**config.mk**
```make
export PLATFORM = sky130hd
export DESIGN_NAME = decode_hazard_unit
export DESIGN_NICKNAME = d
export VERILOG_FILES = /design/src/rtl/decode_hazard_unit.sv
export SDC_FILE = /design/constraint.sdc
export NUM_CORES = 1
export LEC_CHECK = 0
export ABC_AREA = 1
export ABC_CLOCK_PERIOD_IN_PS = 2800
export BUFFER_PORTS_ARGS = -buffer_cell sky130_fd_sc_hd__buf_2
export CELL_PAD_IN_SITES_DETAIL_PLACEMENT = 2
export CELL_PAD_IN_SITES_GLOBAL_PLACEMENT = 2
export CORE_ASPECT_RATIO = 0.75
export CORE_MARGIN = 5
export CORE_UTILIZATION = 28
export CTS_BUF_LIST = sky130_fd_sc_hd__clkbuf_4 sky130_fd_sc_hd__clkbuf_8 sky130_fd_sc_hd__clkbuf_16
export DETAILED_ROUTE_END_ITERATION = 7
export PLACE_DENSITY_LB_ADDON = 0.1
export SLEW_MARGIN = 20
export SYNTH_ARGS = -nofsm -noshare
export SYNTH_HDL_FRONTEND = slang
export SYNTH_SLANG_ARGS = --single-unit
```
**constraint.sdc**
```tcl
create_clock -name clk -period 2.8 [get_ports clk]
set_clock_uncertainty 0.05 [all_clocks]
set_input_delay 0.28 -clock clk [delete_from_list [all_inputs] [get_ports clk]]
set_output_delay 0.28 -clock clk [all_outputs]
set_load 0.005 [all_outputs]
```
**src/rtl/decode_hazard_unit.sv**
```systemverilog
// Decode-stage hazard unit: Tuse/Tnew decode, writer scoreboard,
// stall, forward selects and the HI/LO busy interlock.
//
// Ports:
//   clk, reset             clock, sync active-high reset
//   instr_d                instruction in D
//   stall                  freeze PC and IF/ID, bubble into E
//   rs_d, rt_d             source register fields of instr_d
//   fwd_rs_sel, fwd_rt_sel 0 = regfile, k+1 = scoreboard entry k
//   md_busy                HI/LO unit busy
//   dst_e, tnew_e          destination and Tnew of entry 0 (E)
// Optional feature: define MD_INTERLOCK_EN to build the HI/LO
// busy counter; without it md_busy is 0.
module decode_hazard_unit #(
  parameter  int DEPTH       = 3,
  parameter  int MULT_CYCLES = 5,
  parameter  int DIV_CYCLES  = 10,
  localparam int FW          = $clog2(DEPTH + 1)
) (
  input  logic          clk,
  input  logic          reset,
  input  logic [31:0]   instr_d,
  output logic          stall,
  output logic [4:0]    rs_d,
  output logic [4:0]    rt_d,
  output logic [FW-1:0] fwd_rs_sel,
  output logic [FW-1:0] fwd_rt_sel,
  output logic          md_busy,
  output logic [4:0]    dst_e,
  output logic [1:0]    tnew_e
);

  typedef struct packed {
    logic       v;
    logic [4:0] dst;
    logic [1:0] tnew;
  } sb_t;

  logic [5:0] op;
  logic [5:0] fn;
  logic [4:0] rd;

  assign op   = instr_d[31:26];
  assign fn   = instr_d[5:0];
  assign rs_d = instr_d[25:21];
  assign rt_d = instr_d[20:16];
  assign rd   = instr_d[15:11];

  logic rtype;
  logic c_alu, c_shi, c_imm, c_ld, c_st;
  logic c_br2, c_br1, c_jr, c_jalr, c_jal;
  logic c_md, c_mf, c_mt;

  assign rtype = (op == 6'b000000);

  always_comb begin
    c_alu  = rtype && (fn inside {
               6'b100000, 6'b100001, 6'b100010,
               6'b100011, 6'b101010, 6'b101011,
               6'b100100, 6'b100101, 6'b100111,
               6'b100110, 6'b000100, 6'b000110,
               6'b000111});
    c_shi  = rtype && (fn inside {
               6'b000000, 6'b000010, 6'b000011});
    c_jr   = rtype && (fn == 6'b001000);
    c_jalr = rtype && (fn == 6'b001001);
    c_md   = rtype && (fn inside {
               6'b011000, 6'b011001,
               6'b011010, 6'b011011});
    c_mf   = rtype && (fn inside {
               6'b010000, 6'b010010});
    c_mt   = rtype && (fn inside {
               6'b010001, 6'b010011});
    c_imm  = op inside {
               6'b001000, 6'b001001, 6'b001100,
               6'b001101, 6'b001110, 6'b001010,
               6'b001011, 6'b001111};
    c_ld   = op inside {
               6'b100011, 6'b100001, 6'b100101,
               6'b100000, 6'b100100};
    c_st   = op inside {
               6'b101011, 6'b101001, 6'b101000};
    c_br2  = op inside {6'b000100, 6'b000101};
    c_br1  = (op inside {6'b000110, 6'b000111})
          || ((op == 6'b000001)
           && (rt_d inside {5'b00000, 5'b00001}));
    c_jal  = (op == 6'b000011);
  end

  logic [1:0] tuse_rs;
  logic [1:0] tuse_rt;
  logic [4:0] dst_dec;
  logic [1:0] tnew_dec;

  always_comb begin
    tuse_rs  = 2'd3;
    tuse_rt  = 2'd3;
    dst_dec  = 5'd0;
    tnew_dec = 2'd0;
    unique case (1'b1)
      c_alu: begin
        tuse_rs  = 2'd1;
        tuse_rt  = 2'd1;
        dst_dec  = rd;
        tnew_dec = 2'd1;
      end
      c_shi: begin
        tuse_rt  = 2'd1;
        dst_dec  = rd;
        tnew_dec = 2'd1;
      end
      c_imm: begin
        tuse_rs  = 2'd1;
        dst_dec  = rt_d;
        tnew_dec = 2'd1;
      end
      c_ld: begin
        tuse_rs  = 2'd1;
        dst_dec  = rt_d;
        tnew_dec = 2'd2;
      end
      c_st: begin
        tuse_rs  = 2'd1;
        tuse_rt  = 2'd2;
      end
      c_br2: begin
        tuse_rs  = 2'd0;
        tuse_rt  = 2'd0;
      end
      c_br1: tuse_rs = 2'd0;
      c_jr:  tuse_rs = 2'd0;
      c_jalr: begin
        tuse_rs  = 2'd0;
        dst_dec  = rd;
      end
      c_jal: dst_dec = 5'd31;
      c_md: begin
        tuse_rs  = 2'd1;
        tuse_rt  = 2'd1;
      end
      c_mf: begin
        dst_dec  = rd;
        tnew_dec = 2'd1;
      end
      c_mt: tuse_rs = 2'd1;
      default: ;
    endcase
  end

  sb_t sb [DEPTH];
  sb_t nxt;
  logic hz;
  logic md_stall;

  // Walk oldest to youngest so the youngest match wins the
  // select; a young match still in flight yields select 0.
  always_comb begin
    hz         = 1'b0;
    fwd_rs_sel = '0;
    fwd_rt_sel = '0;
    for (int k = DEPTH - 1; k >= 0; k--) begin
      if (sb[k].v && (sb[k].dst != 5'd0)) begin
        if (sb[k].dst == rs_d) begin
          if (tuse_rs < sb[k].tnew) hz = 1'b1;
          fwd_rs_sel = (sb[k].tnew == 2'd0)
                     ? FW'(k + 1) : '0;
        end
        if (sb[k].dst == rt_d) begin
          if (tuse_rt < sb[k].tnew) hz = 1'b1;
          fwd_rt_sel = (sb[k].tnew == 2'd0)
                     ? FW'(k + 1) : '0;
        end
      end
    end
  end

  assign stall = hz | md_stall;

  always_comb begin
    nxt = '0;
    if (!stall) begin
      nxt.v    = 1'b1;
      nxt.dst  = dst_dec;
      nxt.tnew = tnew_dec;
    end
  end

  always_ff @(posedge clk) begin
    if (reset) begin
      for (int k = 0; k < DEPTH; k++) sb[k] <= '0;
    end else begin
      sb[0] <= nxt;
      for (int k = 1; k < DEPTH; k++) begin
        sb[k].v    <= sb[k-1].v;
        sb[k].dst  <= sb[k-1].dst;
        sb[k].tnew <= (sb[k-1].tnew == 2'd0)
                    ? 2'd0 : sb[k-1].tnew - 2'd1;
      end
    end
  end

  assign dst_e  = sb[0].v ? sb[0].dst  : 5'd0;
  assign tnew_e = sb[0].v ? sb[0].tnew : 2'd0;

`ifdef MD_INTERLOCK_EN
  localparam int CMAX = (MULT_CYCLES > DIV_CYCLES)
                      ? MULT_CYCLES : DIV_CYCLES;
  localparam int CW   = $clog2(CMAX + 1);

  logic [CW-1:0] cnt;
  logic          md_e;
  logic          div_e;

  // The count is loaded as the op leaves E; md_e covers
  // the op's own E cycle so the unit reads busy at once.
  always_ff @(posedge clk) begin
    if (reset) begin
      md_e  <= 1'b0;
      div_e <= 1'b0;
      cnt   <= '0;
    end else begin
      md_e  <= c_md && !stall;
      div_e <= fn[1];
      if (md_e)
        cnt <= div_e ? CW'(DIV_CYCLES)
                     : CW'(MULT_CYCLES);
      else if (cnt != '0)
        cnt <= cnt - CW'(1);
    end
  end

  assign md_busy  = (cnt != '0) || md_e;
  assign md_stall = (c_md | c_mf | c_mt) && md_busy;

  logic unused_ok;
  assign unused_ok = ^instr_d[10:6];
`else
  assign md_busy  = 1'b0;
  assign md_stall = 1'b0;

  logic unused_ok;
  assign unused_ok = ^{instr_d[10:6],
                       c_md, c_mf, c_mt,
                       MULT_CYCLES != 0,
                       DIV_CYCLES != 0};
`endif

endmodule

```
==> metrics.txt <==
status finished clean; global route overflow 0; max cap viols 0; Hold Crit Class in -> reg; R2R Setup Slk 930 ps; RR Endpoint sb[0][3]; Placer Congestion 0.791; Die H 81.4 µm; Port Buffers 50; Via density 4.59; Initial DRT Pass Iterations 4; largest net degree at the start of global routing 18; Gate power share 19.6%; hpwl dp 5.46 mm; TritonCTS clock tree built; RSZ-0062 raised after global routing false; clk slew on worst S/H paths 90 ps; initial core utilization 28.4%; VDD IR max 0.000175 V; switching part of the total 29.0%; Top Registers sb: 24 flops; Mapped Cells 303; Post-CTS Setup Bufs 0; max reg flops 24; Layout Cell Area excl Fill 0.00222 mm²; Post-synth top cells nand2_1, inv_1, nor2_1, dfxtp_1; PD cells 334 mW/mm²; Root Driver clkbuf_8; row count 26; Tot Pwr 0.742 mW; largest reg by FF count sb; die area 0.00855 mm²; switching pwr 0.215 mW; dpl cells 423; clock power share 32.7%; DRT antenna net count 0; most frequent cell after synthesis nand2_1; P_leak 1.20 nW; Non-Filler Instances 427; Tightest Pin Transition 696 ps; Most used DFF post-synth dfxtp_1; CP endpoint stall; Synth area leader dfxtp_1; antenna fix cells 0; WL final 6.32 mm; clk_lat worst skew 270 ps; hold path startpoint instr_d[15]; fin worst setup slack 205 ps; Seq/Total Area, Yosys 25.3%; P_int 0.527 mW; CP max FO 6; post-synth net total 342; share of layout cells above drive strength 1 21.3%; Routed WL per cell 14.8 µm; Worst Reg2Reg Path Length in Cells 7; worst slack at placement 157 ps; final core occ 33.1%; initial antenna violation count 0; initial drt markers 46; Period minus WS final 2600 ps; I/O Pins 57; worst slew margin relative to its limit 53.2%; routed via count 1962; Fin Setup TNS 0 ps; Cell variety after synth 29; register bit total from synthesis 24; number of buffers created by CTS 3; core area 0.00670 mm²; Syn-to-layout area delta 16.9%; Final Max Slew Viols 0; Final Hold Fails 0; async set or reset register ratio after synthesis 0%; Post-Syn Area 0.00190 mm²; Final period util 92.7%; sequential power share 47.7%; final setup fails 0; htree depth 1; WP data required 2470 ps; top area cells in the synthesized netlist dfxtp_1, nand2_1, inv_1; fillers 863; final hold slack 324 ps; CP arrival 2270 ps; Layout Nets 383; global-route wire length before repair 10.2 mm; Max Freq 385 MHz; Post-synth EDFFs 0; dpl cell area 0.00216 mm²; DRC 0; Worst setup SP type input port; share of the synthesized area in the top cell type 25.3%; Longest Clk Path Bufs 2; worst r2r src sb[0][5]; average cell area after synthesis 6.27 µm²; Synth Warn # 0; die width 105 µm; critical path class in -> out; Sink Count 24; vias in the first global route 2096; CP endpoint kind primary output; crit path from instr_d[31]; GRT Overall Usage 14.8%
-- cell type report --
cell class | instances | area, µm² | share of cell area [%]
clock buffers | 4 | 55.1 | 2.48
inverters | 60 | 225 | 10.1
multi-input cells | 205 | 1100 | 49.7
flip-flops and latches | 24 | 480 | 21.6
well taps | 84 | 105 | 4.73
repair buffers | 50 | 250 | 11.3
-- timing repair --
item / CTS / global route
endpoints found under the hold margin: 0 / 0
resized for setup: 0 / 1
endpoints found under the setup margin: 0 / 1
hold buffers: 0 / 0
-- layer usage --
layer  routed length, µm  global-route usage, %  part of all wire [%]
met4                  34                   2.30                  0.54
met5                   0                      0                     0
met1                3440                   21.4                    54
met3                 242                   2.86                   3.8
met2                2600                   23.2                    41
-- worst max-delay path: stages --
cell and delay (ps):
buf_2 120, nor2_4 170, nand3_1 160, o31ai_1 310, inv_2 70, o311a_1 170, ha_1 300, o21ai_0 90
nand3b_1 100, nand2_1 60, nand2_1 60, nand2_2 70, nor2_4 130, inv_1 60, buf_2 120
-- power by group through the flow --
stage	logic (mW)	clock network (mW)	registers (mW)
2_1_floorplan	0.0894	0	0.359
3_3_place_gp	0.141	0	0.363
3_5_place_dp	0.146	0	0.362
4_1_cts	0.148	0.249	0.354
5_1_grt	0.164	0.263	0.355
6_report	0.145	0.243	0.354
-- cells by family after synthesis --
logic type	count (synthesis)	share of synthesized area [%]
simple gates	158	38.6
buf+inv	74	16.8
compound gates	24	8.03
flops	24	25.3
xor+xnor	17	7.83
fa+ha+maj	5	3.29
other cells	1	0.197
-- layout by cell type (no fill, tap or decap), drive strengths merged --
| cell type | netlist | layout |
|---|---|---|
| a21oi | 9 | 9 |
| buf | 11 | 50 |
| clkbuf | 3 | 4 |
| conb | 1 | 1 |
| dfxtp | 24 | 24 |
| ha | 5 | 5 |
| inv | 60 | 60 |
| nand2 | 66 | 66 |
| nand3 | 16 | 16 |
| nand3b | 4 | 4 |
| nand4 | 6 | 6 |
| nor2 | 46 | 46 |
| nor3 | 14 | 14 |
| nor4 | 4 | 4 |
| o2111ai | 2 | 2 |
| o21ai | 9 | 9 |
| o311a | 1 | 1 |
| o31ai | 2 | 2 |
| o41ai | 1 | 1 |
| or2 | 2 | 2 |
| xnor2 | 4 | 4 |
| xor2 | 13 | 13 |
-- worst min path at each step --
| stage | slack (ps) | depth (start not counted) | to |
|---|---|---|---|
| after floorplan | 350 | 2 | sb[2][7] |
| after global placement | 370 | 2 | sb[2][7] |
| after detailed placement | 380 | 2 | sb[2][7] |
| after CTS | 320 | 5 | sb[0][6] |
| after global routing | 340 | 4 | sb[0][1] |
| final | 320 | 5 | sb[0][6] |
No activity file was read; power rests on OpenSTA's default activity.
